## src/rtl/uart_pkg.sv

```systemverilog
// rtl/uart_pkg.sv - shared state type and width helpers for the UART transmit arbiter
package uart_pkg;

    typedef enum logic [1:0] {
        IDLE   = 2'd0,
        LAUNCH = 2'd1,
        SEND   = 2'd2
    } arb_state_t;

    function automatic int id_width(input int n);
        return (n > 1) ? $clog2(n) : 1;
    endfunction

    function automatic int cnt_width(input int limit);
        return $clog2(limit + 1);
    endfunction

endpackage

```

## src/rtl/rr_arbiter.sv

```systemverilog
// rtl/rr_arbiter.sv - combinational round-robin pick: first request above the pointer, wrapping
module rr_arbiter
    import uart_pkg::*;
#(
    parameter int  NUM_REQ = 4,
    localparam int ID_W    = id_width(NUM_REQ)
) (
    input  logic [NUM_REQ-1:0] req,
    input  logic [ID_W-1:0]    ptr,
    output logic [NUM_REQ-1:0] grant,
    output logic [ID_W-1:0]    grant_idx
);

    logic [ID_W-1:0] idx;

    // Walk from the farthest candidate back to ptr+1 so the nearest valid one wins.
    always_comb begin
        grant     = '0;
        grant_idx = '0;
        idx       = '0;
        for (int i = NUM_REQ; i >= 1; i--) begin
            idx = ID_W'((int'(ptr) + i) % NUM_REQ);
            if (req[idx]) begin
                grant      = '0;
                grant[idx] = 1'b1;
                grant_idx  = idx;
            end
        end
    end

endmodule

```

## src/rtl/uart_tx_arbiter.sv

```systemverilog
// rtl/uart_tx_arbiter.sv - round-robin sharing of one UART transmitter among NUM_REQ byte sources
module uart_tx_arbiter
    import uart_pkg::*;
#(
    parameter int  NUM_REQ       = 4,
    parameter int  DATA_WIDTH    = 8,
    parameter int  START_TIMEOUT = 16384,
    localparam int ID_W          = id_width(NUM_REQ)
) (
    input  logic                          clk,
    input  logic                          rst,
    input  logic                          enable,
    input  logic [NUM_REQ-1:0]            req_valid,
    input  logic [NUM_REQ*DATA_WIDTH-1:0] req_data,
    output logic [NUM_REQ-1:0]            req_ready,
    input  logic                          busy,
    output logic                          tx_en,
    output logic [DATA_WIDTH-1:0]         data_in,
    output logic [ID_W-1:0]               grant_id,
    output logic                          active,
    output logic                          frame_done,
    output logic                          timeout_err
);

    localparam int               CNT_W    = cnt_width(START_TIMEOUT);
    localparam logic [CNT_W-1:0] CNT_LAST = CNT_W'(START_TIMEOUT - 1);

    arb_state_t         state;
    logic [ID_W-1:0]    ptr;
    logic [ID_W-1:0]    win_idx;
    logic [NUM_REQ-1:0] win_onehot;
    logic [CNT_W-1:0]   wait_cnt;
    logic               grant_ok;
    logic               accept;

    rr_arbiter #(
        .NUM_REQ (NUM_REQ)
    ) u_rr (
        .req       (req_valid),
        .ptr       (ptr),
        .grant     (win_onehot),
        .grant_idx (win_idx)
    );

    // Holding off during the completion pulse guarantees an idle clock between frames.
    assign grant_ok  = rst && (state == IDLE) && enable && !busy && !frame_done && !timeout_err;
    assign req_ready = grant_ok ? win_onehot : '0;
    assign accept    = |(req_valid & req_ready);

    always_ff @(posedge clk or negedge rst) begin
        if (!rst) begin
            state       <= IDLE;
            ptr         <= ID_W'(NUM_REQ - 1);
            wait_cnt    <= '0;
            tx_en       <= 1'b0;
            active      <= 1'b0;
            frame_done  <= 1'b0;
            timeout_err <= 1'b0;
            data_in     <= '0;
            grant_id    <= '0;
        end else begin
            frame_done  <= 1'b0;
            timeout_err <= 1'b0;
            unique case (state)
                IDLE: begin
                    if (accept) begin
                        data_in  <= req_data[win_idx*DATA_WIDTH +: DATA_WIDTH];
                        grant_id <= win_idx;
                        tx_en    <= 1'b1;
                        active   <= 1'b1;
                        wait_cnt <= '0;
                        state    <= LAUNCH;
                    end
                end
                LAUNCH: begin
                    if (busy) begin
                        tx_en <= 1'b0;
                        state <= SEND;
                    end else if (wait_cnt == CNT_LAST) begin
                        tx_en       <= 1'b0;
                        active      <= 1'b0;
                        timeout_err <= 1'b1;
                        ptr         <= grant_id;
                        state       <= IDLE;
                    end else if (wait_cnt != '1) begin
                        wait_cnt <= wait_cnt + 1'b1;
                    end
                end
                SEND: begin
                    tx_en <= 1'b0;
                    if (!busy) begin
                        frame_done <= 1'b1;
                        active     <= 1'b0;
                        ptr        <= grant_id;
                        state      <= IDLE;
                    end
                end
                default: begin
                    tx_en  <= 1'b0;
                    active <= 1'b0;
                    state  <= IDLE;
                end
            endcase
        end
    end

endmodule

```

## config.mk

```make
export PLATFORM = sky130hd
export DESIGN_NAME = uart_tx_arbiter
export DESIGN_NICKNAME = d
export VERILOG_FILES = /design/src/rtl/uart_pkg.sv /design/src/rtl/rr_arbiter.sv /design/src/rtl/uart_tx_arbiter.sv
export SDC_FILE = /design/constraint.sdc
export NUM_CORES = 1
export LEC_CHECK = 0
export CELL_PAD_IN_SITES_DETAIL_PLACEMENT = 0
export CELL_PAD_IN_SITES_GLOBAL_PLACEMENT = 2
export CORE_MARGIN = 2
export CORE_UTILIZATION = 33
export DETAILED_ROUTE_END_ITERATION = 10
export HOLD_SLACK_MARGIN = 0.15
export PLACE_DENSITY_LB_ADDON = 0.1
export SLEW_MARGIN = 0
export SYNTH_ARGS = -nofsm -noshare
export SYNTH_HDL_FRONTEND = slang
export SYNTH_SLANG_ARGS = --single-unit
```

## constraint.sdc

```tcl
create_clock -name clk -period 6.8 [get_ports clk]
set_clock_uncertainty 0.1 [all_clocks]
set_input_delay 1.02 -clock clk [delete_from_list [all_inputs] [get_ports clk]]
set_output_delay 1.02 -clock clk [all_outputs]
set_load 0.03 [all_outputs]
```

==> metrics.cfg <==
[status]
outcome = finished clean

[min_path]
hold_path_class = register to register
hp-start = wait_cnt[6]

[sta]
rsz0062_at_grt = no
fin_crit_ns = 5.06
fin_crit_sh = 0.744
hold_viol_final = 0
max_slew.worst_pin.slew_ns = 0.987
setup_viol = 0
slew_violations = 0
finalSetupTns_ns = 0
clock.fmax_mhz = 198
relSlewSlack = 0.341

[placement]
dp_hpwl_mm = 4.15
post_dp_cell_area_um2 = 3010
gp_congestion = 0.830
port_buffers = 57

[clock_tree]
clock-sinks = 33
cts_buffer_depth = 2
clk_pin_slew_ns = 0.07
clkLatencyLatePin_ns = 0.28
cts_made_buffers = 5
cts_resized = 0
cts_tree = yes
cts_max_level = 2
holdBufCountCts = 0
postCtsSetupBuffers = 0
cts-root-buf = clkbuf_8

[logic_synthesis]
syn-cell-area_um2 = 2350
synth-seq-cells = 33
syn_nets = 289
synth_cell_type_count = 53
synth-main-ff-cell = dfrtp_1
syn_inst = 242
avgSynthCellArea_um2 = 9.71
ys_warn_count = 0
yosysSeqAreaShare = 0.353
synth-edff-count = 0
async_flop_share = 1.00

[finish]
fin_area_um2 = 3130
final_cell_mix = clkdlybuf4s50_1 (57), nand2_1 (33), dfrtp_1 (31)
areaGrowthSynthToFinish_pct = 33.0
final_nets = 346
diodes = 0
drive_above_1_share = 0.133
final_common_cell = clkdlybuf4s50_1

[worst_setup_path]
critPathKind = register to output port
end_kind = output port
critPathLaunchType = register
crit_path_start = ptr[0]
rr_startpoint = ptr[0]
arrival_ns = 3.94
cp_max_fo = 18
cp.required_ns = 5.68

[floorplan]
design.core.area_um2 = 6830
io_pins = 58
die_area_um2 = 7810
rows = 30
die_w_um = 88.4
start_util = 0.344
fp.dieH_um = 88.4

[grt]
first_global_vias = 1901
grt_pass1_wl_mm = 9.65
grt_overflow = 0
antenna_found_initial = 0
track_usage = 0.156
grt_max_degree = 35

[route]
drt_iter0_drc = 181
avgRoutedWirePerCell_um = 14.7
drtAntennaViolNets = 0
drc = 0
firstDrtPassIters = 4
via_per_inst = 5.37
routed_wirelength_mm = 5.83
vias = 2126

[flow_run]
cap_viol_max_count = 0

[power]
leakagePower_nw = 1.26
peakVddDrop_mv = 0.146
power_density_nw_per_um2 = 383

-- worst max-delay path: stages, from the launching register on --
cell and delay (ns):
dfstp_2 0.74, clkinv_1 0.39, ha_1 0.69, mux2i_1 0.43
o211a_1 0.26, a21oi_1 0.08, a31oi_1 0.33, clkdlybuf4s50_1 0.74
-- where the power goes --
part | total, mW | switching (mW) | internal (mW)
Clock | 0.193 | 0.0736 | 0.120
Sequential | 0.321 | 0.0639 | 0.257
Combinational | 0.684 | 0.358 | 0.326
Total | 1.20 | 0.496 | 0.702
-- cell usage after synthesis (all sizes together) (2+ instances only) --
library cell / number / area, um2
and4: 2 / 17.5
clkbuf: 7 / 26.3
o211ai: 3 / 22.5
and3: 3 / 18.8
mux2: 11 / 139
and2: 4 / 25.0
buf: 3 / 27.5
nand2: 34 / 135
o31ai: 2 / 20.0
nor2b: 2 / 12.5
o21ai: 14 / 70.1
or4: 2 / 15.0
o31a: 2 / 17.5
ha: 7 / 87.6
o22ai: 3 / 18.8
o21a: 2 / 15.0
dfstp: 2 / 52.6
mux2i: 5 / 50.1
a31oi: 20 / 125
o211a: 2 / 20.0
a21boi: 2 / 15.0
nand2b: 4 / 25.0
nor2: 12 / 45.0
mux4: 10 / 225
dfrtp: 31 / 776
and3b: 2 / 17.5
nor3b: 3 / 22.5
inv: 7 / 26.3
nor3: 6 / 35.0
nand3: 9 / 45.0
nand4: 3 / 18.8
a21oi: 9 / 48.8
-- final cells by class --
type | instances | area (um2)
fillers | 684 | 3710
well taps | 96 | 120
inverters | 8 | 30.0
repair buffers | 60 | 593
clock inverters | 1 | 30.0
multi-input cells | 191 | 1440
clock buffers | 7 | 86.3
flip-flops and latches | 33 | 828
-- sequential cells by signal, indices dropped and copies added, names as in the netlist --
| name | count |
|---|---|
| data_in | 8 |
| active | 1 |
| timeout_err | 1 |
| state | 2 |
| tx_en | 1 |
| wait_cnt | 15 |
| frame_done | 1 |
| grant_id | 2 |
| ptr | 2 |
-- through the flow --
| stage | total power [mW] | cells | setup slack (ns) | utilization | hold WS [ns] |
|---|---|---|---|---|---|
| 3_3_place_gp | 1.02 | 388 | 2.06 | 0.440 | 0.372 |
| 4_1_cts | 1.21 | 396 | 1.72 | 0.458 | 0.384 |
| 2_1_floorplan | 0.814 | 242 | 2.84 | - | 0.342 |
| 5_1_grt | 1.28 | 396 | 1.48 | 0.458 | 0.402 |
| 6_report | 1.20 | 396 | 1.74 | 0.458 | 0.379 |
| 3_5_place_dp | 1.01 | 388 | 2.05 | 0.440 | 0.372 |
-- final timing paths --
check | endpoint | slack (ns) | cells past startpoint
worst max register to register | wait_cnt[1] | 2.46 | 10
min in group asynchronous | wait_cnt[10] | 1.04 | 2
worst min-delay path | wait_cnt[6] | 0.38 | 1
worst max-delay path | req_ready[1] | 1.74 | 7
max in group asynchronous | ptr[0] | 5.21 | 2
worst min register to register | wait_cnt[6] | 0.38 | 1
-- layer usage --
metal | vias to the layer above | wire length, um | GRT usage
li1 | 1038 | - | -
met1 | 1008 | 2810 | 0.238
met2 | 73 | 2550 | 0.224
met3 | 7 | 422 | 0.0401
met4 | 0 | 44 | 0.0331
met5 | - | 0 | 0
-- logic make-up after synthesis --
logic type | share of synthesized area
flip-flops | 0.353
adder cells (fa/ha/maj) | 0.0373
multiplexers | 0.176
buffers and inverters | 0.0357
XOR/XNOR | 0.00373
AO/OA/AOI/OAI | 0.208
AND/OR/NAND/NOR | 0.187
No activity file was read; power rests on OpenSTA's default activity.
